$ cat config.mk
export PLATFORM = sky130hd
export DESIGN_NAME = spi_wb_sequencer
export DESIGN_NICKNAME = d
export VERILOG_FILES = /design/src/rtl/spi_wb_sequencer.sv
export SDC_FILE = /design/constraint.sdc
export NUM_CORES = 1
export LEC_CHECK = 0
export CAP_MARGIN = 30
export CORE_MARGIN = 4
export CORE_UTILIZATION = 33
export DETAILED_ROUTE_END_ITERATION = 10
export GPL_ROUTABILITY_DRIVEN = 1
export HOLD_SLACK_MARGIN = 0.08
export SLEW_MARGIN = 10
export SYNTH_ARGS = -nofsm -noshare
export SYNTH_HDL_FRONTEND = slang
export SYNTH_SLANG_ARGS = --single-unit
$ cat constraint.sdc
create_clock -name wb_clk_i -period 8 [get_ports wb_clk_i]
set_clock_uncertainty 0.15 [all_clocks]
set_input_delay 2.4 -clock wb_clk_i [delete_from_list [all_inputs] [get_ports wb_clk_i]]
set_output_delay 2.4 -clock wb_clk_i [all_outputs]
set_load 0.005 [all_outputs]
$ cat src/rtl/spi_wb_sequencer.sv
// rtl/spi_wb_sequencer.sv - Wishbone master turning one host command into SPI master CONFIG/DATA bus cycles
module spi_wb_sequencer #(
    parameter logic [31:0] BASE_ADR = 32'h2400_0000,
    parameter logic [31:0] CFG_OFS  = 32'h0,
    parameter logic [31:0] DATA_OFS = 32'h4,
    parameter logic [7:0]  PRESCALE = 8'd2,
    parameter logic [15:0] TIMEOUT  = 16'd1023
) (
    input  logic        wb_clk_i,
    input  logic        wb_rst_ni,
    input  logic        cmd_valid,
    output logic        cmd_ready,
    input  logic [7:0]  cmd_txlen,
    input  logic [7:0]  cmd_rxlen,
    input  logic [7:0]  tx_data,
    input  logic        tx_valid,
    output logic        tx_ready,
    output logic [7:0]  rx_data,
    output logic        rx_valid,
    input  logic        rx_ready,
    output logic        busy,
    output logic        err,
    output logic        wbm_cyc_o,
    output logic        wbm_stb_o,
    output logic        wbm_we_o,
    output logic [3:0]  wbm_sel_o,
    output logic [31:0] wbm_adr_o,
    output logic [31:0] wbm_dat_o,
    input  logic [31:0] wbm_dat_i,
    input  logic        wbm_ack_i
);

    typedef enum logic [2:0] {
        S_IDLE, S_CFG_ON, S_TX_GET, S_TX_WR, S_POLL, S_RX_PUT, S_CFG_OFF, S_DONE
    } state_t;

    state_t      r_state, w_next;
    logic [7:0]  r_txlen, r_rxlen, r_tx_cnt, r_rx_cnt, r_byte, r_rx_data;
    logic        r_err, r_cyc, r_we, r_live;
    logic [31:0] r_adr, r_dat;
    logic [15:0] r_tmo;

    logic        w_accept, w_tx_more, w_rx_more, w_bus_state, w_start, w_ack, w_tmo, w_rd_busy;
    logic        w_req_we;
    logic [31:0] w_req_adr, w_req_dat;
    logic        w_unused;

    assign w_accept    = cmd_valid & cmd_ready;
    assign w_tx_more   = r_tx_cnt < r_txlen;
    assign w_rx_more   = r_rx_cnt < r_rxlen;
    assign w_bus_state = (r_state == S_CFG_ON) || (r_state == S_TX_WR) ||
                         (r_state == S_POLL)   || (r_state == S_CFG_OFF);
    // A new cycle may only start once the previous one has dropped, giving the one-cycle gap
    assign w_start     = w_bus_state & ~r_cyc;
    assign w_ack       = r_cyc & wbm_ack_i;
    assign w_tmo       = r_cyc & ~wbm_ack_i & (r_tmo == TIMEOUT - 16'd1);
    assign w_rd_busy   = wbm_dat_i[8];
    assign w_unused    = &{1'b0, wbm_dat_i[31:9]};

    assign wbm_cyc_o = r_cyc;
    assign wbm_stb_o = r_cyc;
    assign wbm_we_o  = r_we;
    assign wbm_sel_o = {4{r_cyc}};
    assign wbm_adr_o = r_adr;
    assign wbm_dat_o = r_dat;
    assign rx_data   = r_rx_data;
    assign err       = r_err;

    always_ff @(posedge wb_clk_i or negedge wb_rst_ni) begin
        if (!wb_rst_ni) r_state <= S_IDLE;
        else            r_state <= w_next;
    end

    always_comb begin
        w_next = r_state;
        case (r_state)
            S_IDLE: if (w_accept) begin
                if (cmd_txlen == 8'd0 && cmd_rxlen == 8'd0) w_next = S_DONE;
                else                                        w_next = S_CFG_ON;
            end
            S_CFG_ON:  if (w_ack) w_next = S_TX_GET;
            S_TX_GET: begin
                if (w_tx_more) begin
                    if (tx_valid) w_next = S_TX_WR;
                end else if (w_rx_more) begin
                    w_next = S_TX_WR;
                end else begin
                    w_next = S_CFG_OFF;
                end
            end
            S_TX_WR:   if (w_ack) w_next = S_POLL;
            S_POLL:    if (w_ack && !w_rd_busy) w_next = w_tx_more ? S_TX_GET : S_RX_PUT;
            S_RX_PUT:  if (rx_ready) w_next = S_TX_GET;
            S_CFG_OFF: if (w_ack) w_next = S_DONE;
            S_DONE:    w_next = S_IDLE;
            default:   w_next = S_IDLE;
        endcase
        // Timeout abandons the command without releasing CSB
        if (w_tmo) w_next = S_IDLE;
    end

    always_comb begin
        cmd_ready = (r_state == S_IDLE) & r_live;
        busy      = (r_state != S_IDLE);
        tx_ready  = (r_state == S_TX_GET) & w_tx_more;
        rx_valid  = (r_state == S_RX_PUT);
        w_req_we  = 1'b0;
        w_req_adr = 32'd0;
        w_req_dat = 32'd0;
        case (r_state)
            S_CFG_ON: begin
                w_req_we  = 1'b1;
                w_req_adr = BASE_ADR + CFG_OFS;
                w_req_dat = {16'd0, 2'b00, 1'b1, 1'b1, 4'd0, PRESCALE};
            end
            S_TX_WR: begin
                w_req_we  = 1'b1;
                w_req_adr = BASE_ADR + DATA_OFS;
                w_req_dat = {24'd0, r_byte};
            end
            S_POLL: begin
                w_req_adr = BASE_ADR + DATA_OFS;
            end
            S_CFG_OFF: begin
                w_req_we  = 1'b1;
                w_req_adr = BASE_ADR + CFG_OFS;
                w_req_dat = {16'd0, 2'b00, 1'b1, 1'b0, 4'd0, PRESCALE};
            end
            default: ;
        endcase
    end

    always_ff @(posedge wb_clk_i or negedge wb_rst_ni) begin
        if (!wb_rst_ni) begin
            r_live    <= 1'b0;
            r_txlen   <= 8'd0;
            r_rxlen   <= 8'd0;
            r_tx_cnt  <= 8'd0;
            r_rx_cnt  <= 8'd0;
            r_byte    <= 8'd0;
            r_rx_data <= 8'd0;
            r_err     <= 1'b0;
            r_cyc     <= 1'b0;
            r_we      <= 1'b0;
            r_adr     <= 32'd0;
            r_dat     <= 32'd0;
            r_tmo     <= 16'd0;
        end else begin
            r_live <= 1'b1;
            if (w_accept) begin
                r_txlen  <= cmd_txlen;
                r_rxlen  <= cmd_rxlen;
                r_tx_cnt <= 8'd0;
                r_rx_cnt <= 8'd0;
                r_err    <= 1'b0;
            end
            // In the rx phase a dummy zero byte clocks the slave
            if (r_state == S_TX_GET) r_byte <= w_tx_more ? tx_data : 8'h00;
            if (r_state == S_POLL && w_ack && !w_rd_busy) begin
                if (w_tx_more) r_tx_cnt  <= r_tx_cnt + 8'd1;
                else           r_rx_data <= wbm_dat_i[7:0];
            end
            if (r_state == S_RX_PUT && rx_ready) r_rx_cnt <= r_rx_cnt + 8'd1;
            if (w_start) begin
                r_cyc <= 1'b1;
                r_we  <= w_req_we;
                r_adr <= w_req_adr;
                r_dat <= w_req_dat;
                r_tmo <= 16'd0;
            end else if (w_ack || w_tmo) begin
                r_cyc <= 1'b0;
                r_we  <= 1'b0;
                r_adr <= 32'd0;
                r_dat <= 32'd0;
                if (w_tmo) r_err <= 1'b1;
            end else if (r_cyc) begin
                r_tmo <= r_tmo + 16'd1;
            end
        end
    end

endmodule

==> results.md, run 1 <==
* Antenna Violating Nets Remaining at 0
* Top sig layer: met4
* Total die area at 15,700 um^2
* Quantity of I/O buffers inserted on ports at 71
* Multiplexer area fraction after synthesis at 0.0330
* Warnings from Yosys at 0
* Routed WL at around 9800 um
* Number of global-route vias before repair at approximately 3.5k
* Detailed Routing Iterations Pass 1 at 4
* Run status: completed
* Main area contributors after synthesis: sky130_fd_sc_hd__dfrtp_1 46%, sky130_fd_sc_hd__buf_4 9.4%, sky130_fd_sc_hd__nand2_1 5.3%
* Endpoint of the worst hold path: r_byte[2]
* Largest family of logic cells by synthesized area: simple AND/OR/NAND/NOR gates
* Count of flip-flops with a built-in enable after synthesis at 0
* Overall overflow remaining after global route at 0
* Core area at 13,300 um^2
* Clock transition time at the flip-flop clock pins of the worst setup and hold paths at about 0.06 ns
* Number of nets in the layout at between 600 and 700
* Met3 wire length at around 520 um
* Compound-Gate Fraction of Synth Area at 0.126
* Worst supply voltage drop on vdd at ~0.00013 V
* Maximum clock path buffer count at 2
* Final worst-path cycle share at 0.639
* Primary flip-flop cell chosen by synthesis mapping: sky130_fd_sc_hd__dfrtp_1
* Number of library cell types mapped by synthesis at a little over 50
* Die Y-Extent at roughly 130 um
* Avg Inst Size Synth at ~9.4 um^2
* Share of final-layout standard cells stronger than drive strength 1 at 0.0624
* Final number of setup-violating endpoints at 0
* Max-cap violations at 0
* Count of vias placed by the detailed router at about 3.5k
* Xor and xnor fraction of the mapped netlist area at 0.0174
* # clock sinks at 83
* Cell area after synthesis at 4540 um^2
* Number of buffers added for setup after CTS at 0
* Library cell with the largest summed area after synthesis: sky130_fd_sc_hd__dfrtp_1
* Worst Tran Pin Value at approximately 0.8 ns
* Width of the die at 125 um
* Largest fanout on the critical path at 8
* Average wire per cell in the routed design at between 10 and 15 um
* Worst flop-to-flop path endpoint: r_state[0]
* P_leak at 2.54 nW
* Arithmetic-cell share of the synthesized area counting full adders, half adders and majority gates at 0.0523
* Starting density of the core at 0.340
* RSZ-0062 raised after global routing: false
* # H-tree levels at 3
* Relative slew slack at 0.471
* Number of buffers created by CTS at 9
* Total negative setup slack at 0 ns
* Flop2flop setup slack at 5.05 ns
* Kind of end point of the critical path: output pin
* Leading cell type by number of instances after synthesis: sky130_fd_sc_hd__dfrtp_1
* Final number of max-transition violations at 0
* Area of all placed cells without fillers at 5480 um^2
* Launch instance of the worst min-delay path: r_byte[2]
* Share of the synthesized area in the top cell type at 0.457
* Critical path data required time at between 5 and 6 ns
* # fillers at between 1k and 1.5k
* Power consumption at approximately 1.6 mW
* Final critical-path required period at 5.12 ns
* DRT iter0 DRCs at 270
* Routed metal-1 wire length at about 4500 um
* Clock tree from TritonCTS: done
* Most frequent cells after synthesis: 83 x sky130_fd_sc_hd__dfrtp_1, 64 x sky130_fd_sc_hd__nand2_1, 57 x sky130_fd_sc_hd__buf_4
* Root buffer cell: sky130_fd_sc_hd__clkbuf_16
* Number of primary I/O pins at roughly 150
* Max frequency at between 150 and 200 MHz
* Total of cells resized after clock tree synthesis at 0
* Post-detailed-placement half-perimeter wirelength at roughly 7500 um
* Flops & latches, synth at 83
* Total GRT Usage at 0.128
* Startpoint class of the critical path: register
* First-pass GRT wire length at around 17,000 um
* Power density of the placed cells at between 200 and 300 nW/um^2
* Post-synth ARST share at 1.00
* Crit Path Class: reg -> out
* Via-to-Cell Ratio at 4.80
* Met2 layer wire length in the routed design at roughly 4600 um
* Reg-to-Reg Start: r_tx_cnt[4]
* Area post-placement at slightly above 5000 um^2
* Sequential-to-total area share from yosys stat at 0.457
* Hold Fails Final Rpt at 0
* Drc violations at 0
* Worst R2R Path Depth at 8
* Count of standard-cell rows at 42
* Area added between synthesis and finish at 20.7%
* Maximum number of pins on one net before global-route repair at 48
* Cells after synthesis at between 400 and 500
* Worst hold stages at 2
* Initial antenna violation count at 0
* Number of hold buffers added after CTS at 0
* CP Data Arrival Time at about 2.6 ns
* Worst hold-check path type: reg -> reg
* Clock insertion delay at the later pin of the skew report at approximately 0.34 ns
* Number of diodes added for antenna fixing at 0
* Gpl congestion at around 0.79
* Basic-gate share of the synthesized area counting and, or, nand and nor cells at 0.183
stage by stage:
step / util / setup WS [ns] / cells / hold slack, ns
global placement: 0.386 / 3.19 / 703 / 0.315
global route: 0.411 / 2.77 / 721 / 0.357
CTS: 0.411 / 2.86 / 721 / 0.336
floorplan: - / 3.64 / 532 / 0.296
detailed placement: 0.389 / 3.15 / 705 / 0.319
finish: 0.411 / 2.88 / 721 / 0.327
per-layer routing:
layer | up-vias | GRT usage
met1 | 1662 | 0.173
met3 | 11 | 0.0333
met5 | - | 0
met4 | 0 | 0.0274
met2 | 100 | 0.210
li1 | 1685 | -
how the worst max path moves through the flow:
stage | from | endpoint | cells past startpoint
floorplan | r_tx_cnt[3] | tx_ready | 7
global placement | wbm_ack_i | r_tx_cnt[7] | 6
detailed placement | wbm_ack_i | r_tx_cnt[7] | 6
CTS | r_tx_cnt[3] | tx_ready | 6
global route | r_tx_cnt[3] | tx_ready | 6
finish | r_tx_cnt[3] | tx_ready | 6
sequential cells by signal, indices dropped and copies added (netlist names):
name,cells
wbm_cyc_o,1
r_tmo,16
wbm_dat_o,10
r_rxlen,8
wbm_we_o,1
r_rx_cnt,8
r_txlen,8
r_state,3
rx_data,8
r_byte,8
wbm_adr_o,2
err,1
r_live,1
r_tx_cnt,8
critical path, stage by stage (launching register included):
cell and delay [ns]:
sky130_fd_sc_hd__dfrtp_1 0.46, sky130_fd_sc_hd__ha_1 0.24, sky130_fd_sc_hd__or4_4 0.53, sky130_fd_sc_hd__a21oi_2 0.17, sky130_fd_sc_hd__o31ai_2 0.17, sky130_fd_sc_hd__nor2_1 0.15, sky130_fd_sc_hd__clkdlybuf4s50_1 0.51
placed cells by master (no fill, tap or decap), types with 5 or more instances in the layout:
cell                              netlist  routed
sky130_fd_sc_hd__clkdlybuf4s50_1        0      70
sky130_fd_sc_hd__nor4_1                 8       8
sky130_fd_sc_hd__nand2_1               64      64
sky130_fd_sc_hd__o21ai_0               47      47
sky130_fd_sc_hd__mux2_2                 8       8
sky130_fd_sc_hd__mux2i_1                6       6
sky130_fd_sc_hd__a21oi_1                9       9
sky130_fd_sc_hd__nor2_1                18      18
sky130_fd_sc_hd__nand4_1               12      12
sky130_fd_sc_hd__nor2b_1                6       6
sky130_fd_sc_hd__a22o_1                11      11
sky130_fd_sc_hd__nand3_1               21      21
sky130_fd_sc_hd__nand2b_1               7       7
sky130_fd_sc_hd__dfrtp_1               83      83
sky130_fd_sc_hd__and3_1                 7       7
sky130_fd_sc_hd__inv_1                 19      19
sky130_fd_sc_hd__ha_1                  19      19
sky130_fd_sc_hd__nor3_1                 8       8
sky130_fd_sc_hd__xor2_1                 5       5
sky130_fd_sc_hd__clkbuf_16              0       9
sky130_fd_sc_hd__conb_1                 2      52
report_power, final:
part | internal [mW] | total, mW | switching [mW]
Clock | 0.222 | 0.393 | 0.171
Sequential | 0.530 | 0.624 | 0.0945
Combinational | 0.243 | 0.533 | 0.290
kinds of logic (layout without fill, tap and decap cells):
logic type      after synthesis  count (layout)
simple gates                168             168
buf+inv                      96             109
compound gates               91              91
flops                        83              83
fa+ha+maj                    19              19
mux                          14              14
xor+xnor                      9               9
other cells                   2              52
cell type report:
class	instances	area, um^2	area share
Clock buffer	10	239	0.0436
Clock inverter	6	48.8	0.00890
Inverter	19	71.3	0.0130
Multi-Input combinational cell	353	2070	0.377
Sequential cell	83	2080	0.379
Tap cell	176	220	0.0402
Timing Repair Buffer	74	758	0.138
(Power assumes the default switching activity.)
==> inputs of run 2 (changes only) <==
==> constraint.sdc (replaced) <==
create_clock -name wb_clk_i -period 4.9 [get_ports wb_clk_i]
set_clock_uncertainty 0.15 [all_clocks]
set_input_delay 1.47 -clock wb_clk_i [delete_from_list [all_inputs] [get_ports wb_clk_i]]
set_output_delay 1.47 -clock wb_clk_i [all_outputs]
set_load 0.005 [all_outputs]
==> results.md, run 2 (synthesis results as in run 1) <==
* Maximum clock path buffer count at 2 (unchanged)
* Startpoint class of the critical path: register (unchanged)
* Worst R2R Path Depth at 8 (unchanged)
* Detailed Routing Iterations Pass 1 at 5 (was 4)
* Flop2flop setup slack at 2.03 ns (was 5.05 ns)
* Launch instance of the worst min-delay path: wbm_we_o (was r_byte[2])
* Number of placed instances with taps included at 706 (was 705)
* Share of final-layout standard cells stronger than drive strength 1 at 0.0624 (unchanged)
* Critical path data required time at 3.28 ns (was 5.45 ns)
* Drc violations at 0 (unchanged)
* Clock insertion delay at the later pin of the skew report at 0.33 ns (was 0.34 ns)
* Quantity of I/O buffers inserted on ports at 71 (unchanged)
* Final number of setup-violating endpoints at 0 (unchanged)
* Reg-to-Reg Start: r_tx_cnt[3] (was r_tx_cnt[4])
* Core area at 13,300 um^2 (unchanged)
* Register containing the most flip-flops in the final layout: r_tmo (unchanged)
* Width of the die at 125 um (unchanged)
* Worst hold slack across all endpoints at 0.324 ns (was 0.327 ns)
* Post-Place Setup Slack at 1.04 ns (was 3.15 ns)
* Number of global-route vias before repair at 3,279 (was 3,453)
* Cell breakdown of the critical path: ha_1 -> or4_4 -> a21oi_2 -> o31ai_2 -> nor2_1 -> clkdlybuf4s50_1 (unchanged)
* Multi-input logic area at 2070 um^2 (unchanged)
* Final worst-path cycle share at 0.849
* Total negative setup slack at 0 ns (unchanged)
* CP peak stage delay at 0.53 ns (about the same)
* P_leak at 2.55 nW (was 2.54 nW)
* Kind of end point of the critical path: output pin (unchanged)
* Flip-flop count of the largest register after layout at 16 (unchanged)
* Starting density of the core at 0.340 (unchanged)
* Maximum number of pins on one net before global-route repair at 45 (was 48)
* Overall overflow remaining after global route at 0 (unchanged)
* RSZ-0062 raised after global routing: false (unchanged)
* Via-to-Cell Ratio at 4.72 (was 4.80)
* # clock sinks at 83 (unchanged)
* Power density of the placed cells at 463 nW/um^2 (was 283 nW/um^2)
* Total die area at 15,700 um^2 (unchanged)
* Clock tree from TritonCTS: done (unchanged)
* Average wire per cell in the routed design at 13.5 um (was 13.6 um)
* DRT iter0 DRCs at 193 (was 270)
* Count of non-filler cells in the finished layout at 721 (unchanged)
* Number of nets in the layout at 622 (was 621)
* Number of buffers added for setup after CTS at 0 (unchanged)
* Routed WL at 9700 um (was 9780 um)
* Most frequent standard cell in the layout excluding fill and tap cells: sky130_fd_sc_hd__dfrtp_1 (unchanged)
* Post-detailed-placement half-perimeter wirelength at 7440 um (was 7470 um)
* Crit Path Class: reg -> out (unchanged)
* Number of hold buffers added after CTS at 0 (unchanged)
* Final critical-path required period at roughly 4.2 ns
* Max-cap violations at 0 (unchanged)
* Run status: completed (unchanged)
* Worst supply voltage drop on vdd at 0.000234 V (was 0.000128 V)
* Relative slew slack at 0.442 (was 0.471)
* Number of primary I/O pins at 146 (unchanged)
* Number of buffers created by CTS at 9 (unchanged)
* Max frequency at about 240 MHz
* Endpoint of the worst hold path: wbm_we_o (was r_byte[2])
* Count of standard-cell rows at 42 (unchanged)
* Clock transition time at the flip-flop clock pins of the worst setup and hold paths at 0.06 ns (about the same)
* Final number of max-transition violations at 0 (unchanged)
* Area added between synthesis and finish at 20.6% (was 20.7%)
* Worst flop-to-flop path endpoint: r_state[0] (unchanged)
* Cell type of the slowest stage on the worst timing path: sky130_fd_sc_hd__or4_4 (unchanged)
* Gpl congestion at 0.780 (was 0.786)
* CP Data Arrival Time at 2.54 ns (was 2.57 ns)
* First-pass GRT wire length at 16,200 um (was 16,800 um)
* Worst Setup Slack, final at 0.741 ns (was 2.88 ns)
* Commonest cells after routing, fill and taps aside: 83 x sky130_fd_sc_hd__dfrtp_1, 70 x sky130_fd_sc_hd__clkdlybuf4s50_1, 64 x sky130_fd_sc_hd__nand2_1 (unchanged)
* Number of diodes added for antenna fixing at 0 (unchanged)
* Area post-placement at 5200 um^2 (unchanged)
* Worst Tran Pin Value at 0.833 ns (was 0.791 ns)
* Source of the critical timing path: r_tx_cnt[3] (unchanged)
* Count of vias placed by the detailed router at 3,403 (was 3,458)
* Root buffer cell: sky130_fd_sc_hd__clkbuf_16 (unchanged)
* Largest fanout on the critical path at 8 (unchanged)
* # H-tree levels at 3 (unchanged)
* Power consumption at 2.54 mW (was 1.55 mW)
* Die Y-Extent at 125 um (unchanged)
* Worst hold stages at 2 (unchanged)
* Area of all placed cells without fillers at 5480 um^2 (about the same)
* Register area at 2080 um^2 (unchanged)
* # fillers at 1,333 (was 1,337)
* Initial antenna violation count at 0 (unchanged)
* Antenna Violating Nets Remaining at 0 (unchanged)
* Hold Fails Final Rpt at 0 (unchanged)
* Worst hold-check path type: reg -> reg (unchanged)
* Total of cells resized after clock tree synthesis at 0 (unchanged)
* Total GRT Usage at 0.124 (was 0.128)
* Core utilization of the finished layout at 0.410 (was 0.411)
==> run 2: report_power, final <==
| group | internal (mW) | total (mW) | switching (mW) |
|---|---|---|---|
| sequential | 0.865 | 1.02 | 0.154 |
| clock | 0.388 | 0.644 | 0.256 |
| combinational | 0.401 | 0.872 | 0.471 |
==> run 2: worst max-delay path, delay by kind of cell (launching register included) <==
kind | cells | cell delay, ns
flops | 1 | 0.46
compound gates | 2 | 0.33
buf+inv | 1 | 0.53
simple gates | 2 | 0.68
fa+ha+maj | 1 | 0.23
==> run 2: final cells by class <==
cell class | instances | share of cell area
Sequential cell | 83 | 0.379
Multi-Input combinational cell | 353 | 0.378
Timing Repair Buffer | 75 | 0.138
Clock buffer | 9 | 0.0411
Tap cell | 176 | 0.0402
Inverter | 19 | 0.0130
Clock inverter | 6 | 0.0105
==> run 2: worst max path at each step <==
stage,to,cells after the start,slack (ns)
2_1_floorplan,tx_ready,7,1.47
6_report,tx_ready,6,0.74
3_3_place_gp,r_tx_cnt[7],6,1.04
4_1_cts,tx_ready,6,0.70
5_1_grt,tx_ready,6,0.61
3_5_place_dp,r_tx_cnt[7],6,1.04
==> run 2: metal layers <==
| layer | vias to the layer above | global-route usage | part of all wire |
|---|---|---|---|
| li1 | 1695 | - | - |
| met2 | 93 | 0.196 | 0.46 |
| met5 | - | 0 | 0 |
| met4 | 0 | 0.0402 | 0.0081 |
| met3 | 5 | 0.0230 | 0.054 |
| met1 | 1610 | 0.173 | 0.48 |
